## config.mk

```make
export PLATFORM = sky130hd
export DESIGN_NAME = corr_peak_search
export DESIGN_NICKNAME = d
export VERILOG_FILES = /design/src/rtl/corr_peak_search.sv
export SDC_FILE = /design/constraint.sdc
export NUM_CORES = 1
export LEC_CHECK = 0
export BUFFER_PORTS_ARGS = -buffer_cell sky130_fd_sc_hd__buf_2
export CAP_MARGIN = 30
export CORE_UTILIZATION = 56
export DETAILED_ROUTE_END_ITERATION = 10
export PLACE_DENSITY = 0.84
export SETUP_SLACK_MARGIN = 0.5
export SLEW_MARGIN = 0
export SYNTH_ARGS = -nofsm -noshare
export SYNTH_HDL_FRONTEND = slang
export SYNTH_SLANG_ARGS = --single-unit
```

## constraint.sdc

```tcl
create_clock -name iCLK -period 2.94 [get_ports iCLK]
set_input_delay 0.294 -clock iCLK [delete_from_list [all_inputs] [get_ports iCLK]]
set_output_delay 0.294 -clock iCLK [all_outputs]
set_load 0.01 [all_outputs]
```

## src/rtl/corr_peak_search.sv

```systemverilog
`default_nettype none
// ============================================================================
//  Module   : corr_peak_search
//  Purpose  : Raster-scans a search window, requests one correlation per
//             point, tracks the strict maximum and publishes its location
//             and value when the scan completes. Abort/restart supported;
//             published results only change at scan completion.
//  Revision : 1.0  initial release
// ============================================================================
module corr_peak_search #(
    parameter int COORD_W = 13,
    parameter int CORR_W  = 32,
    parameter int X_MIN   = 0,
    parameter int X_MAX   = 639,
    parameter int Y_MIN   = 0,
    parameter int Y_MAX   = 479,
    parameter int X_STEP  = 1,
    parameter int Y_STEP  = 1
) (
    input  logic               iCLK,
    input  logic               iRST,
    input  logic               iStart,
    input  logic               iAbort,
    output logic               oCorrStart,
    output logic [COORD_W-1:0] oX,
    output logic [COORD_W-1:0] oY,
    input  logic               iCorrValid,
    input  logic [CORR_W-1:0]  iCorr,
    output logic               oBusy,
    output logic               oDone,
    output logic [COORD_W-1:0] oXresult,
    output logic [COORD_W-1:0] oYresult,
    output logic [CORR_W-1:0]  oPeakCorr,
    output logic               oPeakValid
);

    typedef enum logic [1:0] {
        S_IDLE  = 2'd0,
        S_ISSUE = 2'd1,
        S_WAIT  = 2'd2,
        S_DONE  = 2'd3
    } state_t;

    // Window bounds; the advance arithmetic uses one extra bit so that
    // X+X_STEP cannot wrap at the top of the coordinate range.
    localparam logic [COORD_W-1:0] c_X_MIN    = COORD_W'(X_MIN);
    localparam logic [COORD_W-1:0] c_Y_MIN    = COORD_W'(Y_MIN);
    localparam logic [COORD_W:0]   c_X_MAX_E  = (COORD_W+1)'(X_MAX);
    localparam logic [COORD_W:0]   c_Y_MAX_E  = (COORD_W+1)'(Y_MAX);
    localparam logic [COORD_W:0]   c_X_STEP_E = (COORD_W+1)'(X_STEP);
    localparam logic [COORD_W:0]   c_Y_STEP_E = (COORD_W+1)'(Y_STEP);

    state_t               state_q,  state_d;
    logic [COORD_W-1:0]   x_q,      x_d;
    logic [COORD_W-1:0]   y_q,      y_d;
    logic [CORR_W-1:0]    best_q,   best_d;
    logic [COORD_W-1:0]   bx_q,     bx_d;
    logic [COORD_W-1:0]   by_q,     by_d;
    logic                 bvalid_q, bvalid_d;
    logic [COORD_W-1:0]   xres_q,   xres_d;
    logic [COORD_W-1:0]   yres_q,   yres_d;
    logic [CORR_W-1:0]    peak_q,   peak_d;
    logic                 pvalid_q, pvalid_d;
    logic                 done_q,   done_d;

    logic [COORD_W:0]     x_next_e;
    logic [COORD_W:0]     y_next_e;
    logic                 x_wrap;
    logic                 y_wrap;
    logic                 take;

    // State and datapath registers with synchronous active-low reset
    always_ff @(posedge iCLK) begin
        if (!iRST) begin
            state_q  <= S_IDLE;
            x_q      <= c_X_MIN;
            y_q      <= c_Y_MIN;
            best_q   <= '0;
            bx_q     <= '0;
            by_q     <= '0;
            bvalid_q <= 1'b0;
            xres_q   <= '0;
            yres_q   <= '0;
            peak_q   <= '0;
            pvalid_q <= 1'b0;
            done_q   <= 1'b0;
        end else begin
            state_q  <= state_d;
            x_q      <= x_d;
            y_q      <= y_d;
            best_q   <= best_d;
            bx_q     <= bx_d;
            by_q     <= by_d;
            bvalid_q <= bvalid_d;
            xres_q   <= xres_d;
            yres_q   <= yres_d;
            peak_q   <= peak_d;
            pvalid_q <= pvalid_d;
            done_q   <= done_d;
        end
    end

    // Next-state, scan advance, best tracking and result publication
    always_comb begin
        state_d  = state_q;
        x_d      = x_q;
        y_d      = y_q;
        best_d   = best_q;
        bx_d     = bx_q;
        by_d     = by_q;
        bvalid_d = bvalid_q;
        xres_d   = xres_q;
        yres_d   = yres_q;
        peak_d   = peak_q;
        pvalid_d = pvalid_q;
        done_d   = 1'b0;

        x_next_e = {1'b0, x_q} + c_X_STEP_E;
        y_next_e = {1'b0, y_q} + c_Y_STEP_E;
        x_wrap   = (x_next_e > c_X_MAX_E);
        y_wrap   = (y_next_e > c_Y_MAX_E);
        // Strict compare: on ties the earliest raster point is kept
        take     = !bvalid_q || (iCorr > best_q);

        case (state_q)
            S_IDLE: begin
                if (iStart) begin
                    x_d      = c_X_MIN;
                    y_d      = c_Y_MIN;
                    bvalid_d = 1'b0;
                    state_d  = S_ISSUE;
                end
            end
            S_ISSUE: begin
                state_d = iAbort ? S_IDLE : S_WAIT;
            end
            S_WAIT: begin
                if (iAbort) begin
                    state_d = S_IDLE;
                end else if (iCorrValid) begin
                    if (take) begin
                        best_d   = iCorr;
                        bx_d     = x_q;
                        by_d     = y_q;
                        bvalid_d = 1'b1;
                    end
                    if (x_wrap && y_wrap) begin
                        state_d = S_DONE;
                    end else begin
                        if (x_wrap) begin
                            x_d = c_X_MIN;
                            y_d = y_next_e[COORD_W-1:0];
                        end else begin
                            x_d = x_next_e[COORD_W-1:0];
                        end
                        state_d = S_ISSUE;
                    end
                end
            end
            S_DONE: begin
                state_d = S_IDLE;
                if (!iAbort) begin
                    xres_d   = bx_q;
                    yres_d   = by_q;
                    peak_d   = best_q;
                    pvalid_d = 1'b1;
                    done_d   = 1'b1;
                end
            end
            default: state_d = S_IDLE;
        endcase
    end

    assign oCorrStart = (state_q == S_ISSUE);
    assign oBusy      = (state_q != S_IDLE);
    assign oX         = x_q;
    assign oY         = y_q;
    assign oDone      = done_q;
    assign oXresult   = xres_q;
    assign oYresult   = yres_q;
    assign oPeakCorr  = peak_q;
    assign oPeakValid = pvalid_q;

endmodule
`default_nettype wire

```

---- Word level (Yosys, flattened, before mapping) ----
Index checks and enable logic that the tools add are counted.
word-level totals
  bits in registers ....................... 147
cells by class
  add/subtract/negate cells ............... 2
  magnitude comparators ................... 3
  equality and inequality tests ........... 10
  multiplexer cells ....................... 23
  bitwise logic cells ..................... 1
  reductions and logical operators ........ 13
operators by type and width
  cell                                                                    number
  13-bit two-way mux                                                      9
  13-bit one-hot mux with 2 select lines                                  2
  32-bit > comparator                                                     1
  13-bit by 1-bit adder with 14-bit output, second input constant         2
  14-bit by 10-bit > comparator with 1-bit output, second input constant  1
  14-bit by 9-bit > comparator with 1-bit output, second input constant   1
  2-bit inequality test, second input constant                            6
  2-bit two-way mux                                                       5
  5-bit AND reduction                                                     2
  2-bit one-hot mux with 4 select lines                                   1
  2-bit AND reduction                                                     3
  6-bit AND reduction                                                     1
  1-bit two-way mux                                                       5
  2-bit equality test, second input constant                              2
  4-bit AND reduction                                                     1
  2-bit nonzero test                                                      2
  3-bit inequality test, second input constant                            1
  2-bit by 1-bit equality test with 1-bit output, second input constant   1
  2-bit zero test                                                         1
  1-bit one-hot mux with 2 select lines                                   1
  1-bit logical AND                                                       1
  1-bit zero test                                                         1
  1-bit logical OR                                                        1
  1-bit NOT                                                               1

---- Longest topological paths before layout ----
Gate-level depths: netlist (run 1).
  depth in word-level cells ............... 7
  depth in mapped cells ................... 11

---- Least setup slack after synthesis (run 1) ----
OpenSTA, ideal clock, no wires.
  path type ............................... flip-flop to flip-flop
  start point ............................. register best_q[27]
  end point ............................... register bx_q[1]
  arrival ................................. 2191 ps
  setup slack ............................. 674 ps
  cell stages (with the launch flop) ...... 12
  path buffers ............................ 2
  period minus slack after synthesis ...... 2266 ps
  cells stage by stage .................... dfxtp_1 -> inv_1 -> ha_1 -> nand4_1 -> nor4_1 -> nor3b_1 -> a21oi_1 -> a22oi_2 -> buf_2 -> buf_2 -> nand3_1 -> o21ai_0
between the ends
  word-level cells in the longest chain between the ends .. 3
RTL lines
  what                           RTL line  text
  start, declared                56        logic [CORR_W-1:0] best_q, best_d;
  start signal, assigned         91        best_q <= best_d;
  32-bit > comparator            123       take = !bvalid_q || (iCorr > best_q);
  1-bit logical OR               123
  4-bit AND reduction (no line)  --
  end signal, assigned           79        bx_q <= '0;
  end signal, assigned           92        bx_q <= bx_d;
  end, declared                  57        logic [COORD_W-1:0] bx_q, bx_d;
No other way between the ends.
A chain may end at the register's enable or synchronous reset.

---- Worst setup path in the final report (run 1) ----
  start point ............................. register best_q[29]
  end point ............................... register best_q[5]
between the ends
  word-level cells in the longest chain between the ends .. 3
RTL lines
  what                           RTL line
  32-bit > comparator            123
  1-bit logical OR               123
  4-bit AND reduction (no line)  --
No other way between the ends.

==> flow_metrics.tcl, run 1 <==
set metrics [dict create \
    critPathMaxFanout 8 \
    final.min_clock_period_ns 2.55 \
    dieHeight_um 112 \
    syn-num-nets 903 \
    ant_nets 0 \
    ir_drop_mv 0.375 \
    finalHoldViolCount 0 \
    startpoint "best_q[29]" \
    cts_tree "done" \
    dieArea_um2 12500 \
    drt-wirelength-per-cell_um 16.8 \
    numPortBuffers 124 \
    drc 11 \
    post_drt_via_cell_ratio 5.76 \
    antenna_cells 0 \
    dieWidth_um 112 \
    syn_inst 830 \
    fin_util 0.762 \
    drive_gt1_frac 0.275 \
    wl_um 18600 \
    hold_ws_ns 0.0930 \
    end_kind "flop" \
    grt_pass1_vias 5465 \
    track_usage 0.262 \
    path_cells "inv_1 > ha_1 > nand4_1 > nor4_4 > nor3b_4 > a21oi_2 > a22oi_2 > clkbuf_16 > clkbuf_16 > nand3_1 > o21ai_0" \
    start_util 0.584 \
    critPathMaxStageDelay_ns 0.39 \
    final_max_slew_viol_count 0 \
    critical_path_class "flop to flop" \
    tightest_slew_ns 0.647 \
    max-cap-violations 0 \
    antenna_found_initial 0 \
    grt_max_degree 127 \
    crit_family "simple AND/OR/NAND/NOR gates" \
    rsz0062_at_grt "yes" \
    clock_skew_ns 0.0120 \
    syn_area_um2 6760 \
    layout.cells.most_common_list "204 x nand2_1, 139 x dfxtp_1, 123 x buf_2" \
    cp_data_required_time_ns 3.31 \
    yosysWarnings 0 \
    clk_latency_ns 0.44 \
    hold_path_class "input pin to flop" \
    grt_first_pass_wirelength_um 26200 \
    synth_ff_type "dfxtp_1" \
    total_power_mw 4.96 \
    fillers 801 \
    core_area_um2 11600 \
    h-tree-depth 4 \
    start_kind "flop" \
    setup_tns_ns 0 \
    dpl_worst_slack_ns 0.283 \
    async_reset_ff_frac 0 \
    status "finished, violations left" \
    place.gp.congestion 0.886 \
    crit_buf_inv 3 \
    setup-violations-final 0 \
    cts_root_buf "clkbuf_16" \
    vias 6379 \
    cts_buffer_depth 2 \
    clkSlewWorstSetupHoldPaths_ns 0.06 \
    path_common_cell "clkbuf_16" \
    hold_path_startpoint "iAbort" \
    rows 39 \
    nets 1024 \
    synth_seq_area_share 0.436 \
    synth.avg_cell_area_um2 8.14 \
    drtIter0Drc 589 \
    cellPowerDensity_nw_per_um2 563 \
    synth_seq_cells 147 \
    cts_made_buffers 17 \
    violations "DRC" \
    area_growth_pct 30.5 \
    synth_edf_count 0 \
    final_common_cell "nand2_1" \
    power_leakage_nw 3.51 \
    slowest_stage "dfxtp_1" \
    first_pass_iters 8 \
    io-pin-count 125 \
    arrival_ns 2.92 \
    cts_sinks 147 \
    place_hpwl_um 10200 \
    relSlewSlack 0.568 \
    grt-ovfl-total 0 \
    worst_slack_ns 0.390 \
    min_period_over_period 0.867 \
    ys_types 58 \
    max_freq_ghz 0.392 \
    reg2reg_from "best_q[29]" \
]
layer usage:
metal / global-route usage / share of wire / vias up
met5: 0 / 0 / -
met2: 0.422 / 0.48 / 230
met4: 0.0973 / 0.021 / 0
met1: 0.343 / 0.43 / 3020
li1: - / - / 3096
met3: 0.0626 / 0.065 / 33
stage by stage:
stage          instances  instance area [µm²]
6_report            1107                 8810
5_1_grt             1107                 8810
4_1_cts             1091                 8300
3_5_place_dp        1052                 7430
3_3_place_gp        1051                 7410
2_1_floorplan        830                 6760
worst reg2reg max path, stage by stage (launching register included):
cell	delay [ns]
dfxtp_1	0.39
inv_1	0.07
ha_1	0.30
nand4_1	0.20
nor4_4	0.23
nor3b_4	0.28
a21oi_2	0.09
a22oi_2	0.32
clkbuf_16	0.25
clkbuf_16	0.17
nand3_1	0.08
o21ai_0	0.10
logic make-up (layout without fill, tap and decap cells):
group | after synthesis | in the layout | synth area share
buf+inv | 93 | 227 | 0.0596
simple gates | 354 | 354 | 0.241
fa+ha+maj | 36 | 36 | 0.0667
mux | 6 | 6 | 0.00889
xor+xnor | 1 | 1 | 0.00130
compound gates | 193 | 193 | 0.187
flops | 147 | 147 | 0.436
what timing repair did:
item | in CTS | in global routing
gates resized for setup | 7 | 102
hold buffers | 0 | 0
endpoints found under the setup margin | 65 | 84
cloned | 2 | 11
buffers inserted | 5 | 5
pin swaps | 2 | 15
worst paths after layout:
kind | to | slack [ns] | depth (start not counted)
setup / recovery | best_q[5] | 0.39 | 11
setup reg to reg | best_q[5] | 0.39 | 11
hold / removal | state_q[1] | 0.09 | 2
hold reg to reg | oPeakCorr[9] | 0.46 | 2
Yosys cell counts (all sizes together) (2+ instances only):
library cell | n | area, µm²
nor3b | 9 | 67.6
dfxtp | 147 | 2940
nor2 | 13 | 48.8
buf | 16 | 93.8
or3 | 2 | 12.5
a41oi | 2 | 17.5
o21ai | 69 | 345
a21boi | 62 | 465
a311oi | 2 | 17.5
clkbuf | 38 | 163
nor3 | 5 | 36.3
a21oi | 24 | 120
and3 | 8 | 51.3
or2 | 7 | 43.8
nor2b | 5 | 31.3
o211ai | 10 | 75.1
nand3 | 73 | 375
a21o | 7 | 52.6
nor4 | 3 | 25.0
nand2 | 205 | 772
nand2b | 2 | 12.5
ha | 36 | 450
and2 | 9 | 60.1
inv | 39 | 146
a22oi | 2 | 20.0
a31oi | 2 | 12.5
nand4 | 9 | 56.3
mux2i | 6 | 60.1
o21a | 2 | 15.0
flip-flops by register name, summed over array words and instances, names as in the netlist:
signal      count
best_q         32
bvalid_q        1
bx_q           13
by_q           13
oDone           1
oPeakCorr      32
oPeakValid      1
oX             13
oXresult       13
oY             13
oYresult       13
state_q         2
power breakdown:
part / switching, mW / internal, mW / leakage, nW
Clock: 0.863 / 1.85 / 0.346
Combinational: 0.149 / 0.0983 / 1.98
Sequential: 0.00796 / 2.00 / 1.19
cell type report:
type / instances / area, µm² / share of cell area
repair buffers: 156 / 1120 / 0.127
clock inverters: 14 / 307 / 0.0348
clock buffers: 18 / 429 / 0.0487
well taps: 143 / 179 / 0.0203
inverters: 39 / 146 / 0.0166
flip-flops and latches: 147 / 2950 / 0.335
multi-input cells: 590 / 3680 / 0.418
Note: power is estimated with default switching activity, not from simulation.
==> inputs of run 2 (changes only) <==
--- a/config.mk
+++ b/config.mk
@@ -9,6 +9,7 @@
 export CAP_MARGIN = 30
 export CORE_UTILIZATION = 56
 export DETAILED_ROUTE_END_ITERATION = 10
+export HOLD_SLACK_MARGIN = 0.15
 export PLACE_DENSITY = 0.84
 export SETUP_SLACK_MARGIN = 0.5
 export SLEW_MARGIN = 0
==> run 2 against run 1 <==
Compared with the run above: the flow still finishes with violations (DRC); global-route usage rose by 1.3 points; worst hold slack improved by 0.058 ns; die area unchanged; cell area up 4.6%; via count up 2.8%; flip-flop and latch count unchanged; routed wire length rose by 6.6%.
==> flow_metrics.tcl, run 2 (synthesis results as in run 1) <==
set metrics [dict create \
    critPathMaxFanout 7 \
    final.min_clock_period_ns 2.54 \
    worst_slack_ns 0.399 \
    min_period_over_period 0.864 \
    layout.cells.most_common_list "203 x nand2_1, 135 x dfxtp_1, 123 x buf_2" \
    cts_root_buf "clkbuf_16" \
    drtIter0Drc 549 \
    dieHeight_um 112 \
    post_drt_via_cell_ratio 5.75 \
    finalHoldViolCount 0 \
    start_kind "flop" \
    cellPowerDensity_nw_per_um2 542 \
    crit_buf_inv 3 \
    io-pin-count 125 \
    setup_tns_ns 0 \
    status "finished, violations left" \
    h-tree-depth 4 \
    drc 11 \
    place.gp.congestion 0.886 \
    relSlewSlack 0.564 \
    rows 39 \
    cts_sinks 147 \
    start_util 0.584 \
    drive_gt1_frac 0.287 \
    setup-violations-final 0 \
    max_freq_ghz 0.394 \
    hold_path_class "input pin to flop" \
    cts_made_buffers 17 \
    wl_um 19900 \
    cp_data_required_time_ns 3.30 \
    clkSlewWorstSetupHoldPaths_ns 0.06 \
    first_pass_iters 9 \
    grt_pass1_vias 5639 \
    arrival_ns 2.90 \
    grt-ovfl-total 0 \
    dieArea_um2 12500 \
    rsz0062_at_grt "yes" \
    max-cap-violations 0 \
    critPathMaxStageDelay_ns 0.39 \
    grt_first_pass_wirelength_um 27400 \
    final_max_slew_viol_count 0 \
    crit_family "simple AND/OR/NAND/NOR gates" \
    vias 6558 \
    ir_drop_mv 0.368 \
    grt_max_degree 127 \
    critical_path_class "flop to flop" \
    violations "DRC" \
    end_kind "flop" \
    core_area_um2 11600 \
    clock_skew_ns 0.00598 \
    path_cells "inv_1 > ha_1 > nand4_1 > nor4_4 > nor3b_4 > a21oi_2 > a22oi_2 > buf_6 > clkbuf_16 > nand3_2 > o21ai_1" \
    antenna_cells 0 \
    place_hpwl_um 10200 \
    antenna_found_initial 0 \
    power_leakage_nw 3.69 \
    slowest_stage "dfxtp_1" \
    tightest_slew_ns 0.652 \
    cts_tree "done" \
    clk_latency_ns 0.43 \
    cts_buffer_depth 2 \
    dpl_worst_slack_ns 0.283 \
    drt-wirelength-per-cell_um 17.4 \
    final_common_cell "nand2_1" \
    nets 1058 \
    dieWidth_um 112 \
    numPortBuffers 124 \
    track_usage 0.275 \
    ant_nets 0 \
    area_growth_pct 36.5 \
]
[run 2: cell types whose count changed in the layout (fill, tap and decap cells not counted), sizes merged]
cell	delta
buf	+3
dlygate4sd3	+31
[run 2: layout make-up]
class                      count  area, µm²
timing repair buffer         190       1460
fill                         717       2340
tap                          143        179
inverter                      39        146
sequential                   147       2960
clock buffer                  18        429
multi-input combinational    590       3740
clock inverter                14        307
[run 2: worst paths after layout]
| kind | depth (start not counted) | from | to | slack [ns] |
|---|---|---|---|---|
| worst min-delay path | 3 | iCorr[13] | best_q[13] | 0.15 |
| worst min register to register | 2 | by_q[12] | by_q[12] | 0.46 |
| worst max-delay path | 11 | best_q[29] | best_q[14] | 0.40 |
| worst max register to register | 11 | best_q[29] | best_q[14] | 0.40 |
[run 2: through the flow]
stage | instances | cell area, µm² | hold WS [ns] | utilization | power [mW]
after floorplan | 830 | 6760 | 0.363 | - | 2.18
after global placement | 1051 | 7410 | 0.446 | 0.640 | 2.25
after detailed placement | 1052 | 7430 | 0.452 | 0.642 | 2.25
after CTS | 1119 | 8580 | 0.150 | 0.742 | 4.95
after global routing | 1141 | 9220 | 0.154 | 0.797 | 5.12
final | 1141 | 9220 | 0.151 | 0.797 | 5.00
[run 2: power by group]
part           internal, mW  total (mW)  switching (mW)
Sequential             2.00        2.01         0.00803
Combinational         0.127       0.289           0.162
Clock                  1.85        2.70           0.855
[run 2: worst min-delay path, cell delays in order]
cell and delay (ns):
buf_2 0.12, nand2_1 0.06, o21ai_1 0.06
[run 2: what timing repair did]
action	4_1_cts	5_1_grt
setup endpoints to repair	65	84
buffers inserted	5	7
hold buffers	28	3
gates resized for setup	7	130
endpoints found under the hold margin	28	3
pin swaps	2	20
cloned	2	12
[run 2: per-layer routing]
metal / track usage / part of all wire / wire, µm
met2: 0.453 / 0.49 / 9830
met5: 0 / 0 / 0
met3: 0.0637 / 0.076 / 1510
met4: 0.102 / 0.022 / 429
met1: 0.351 / 0.41 / 8100
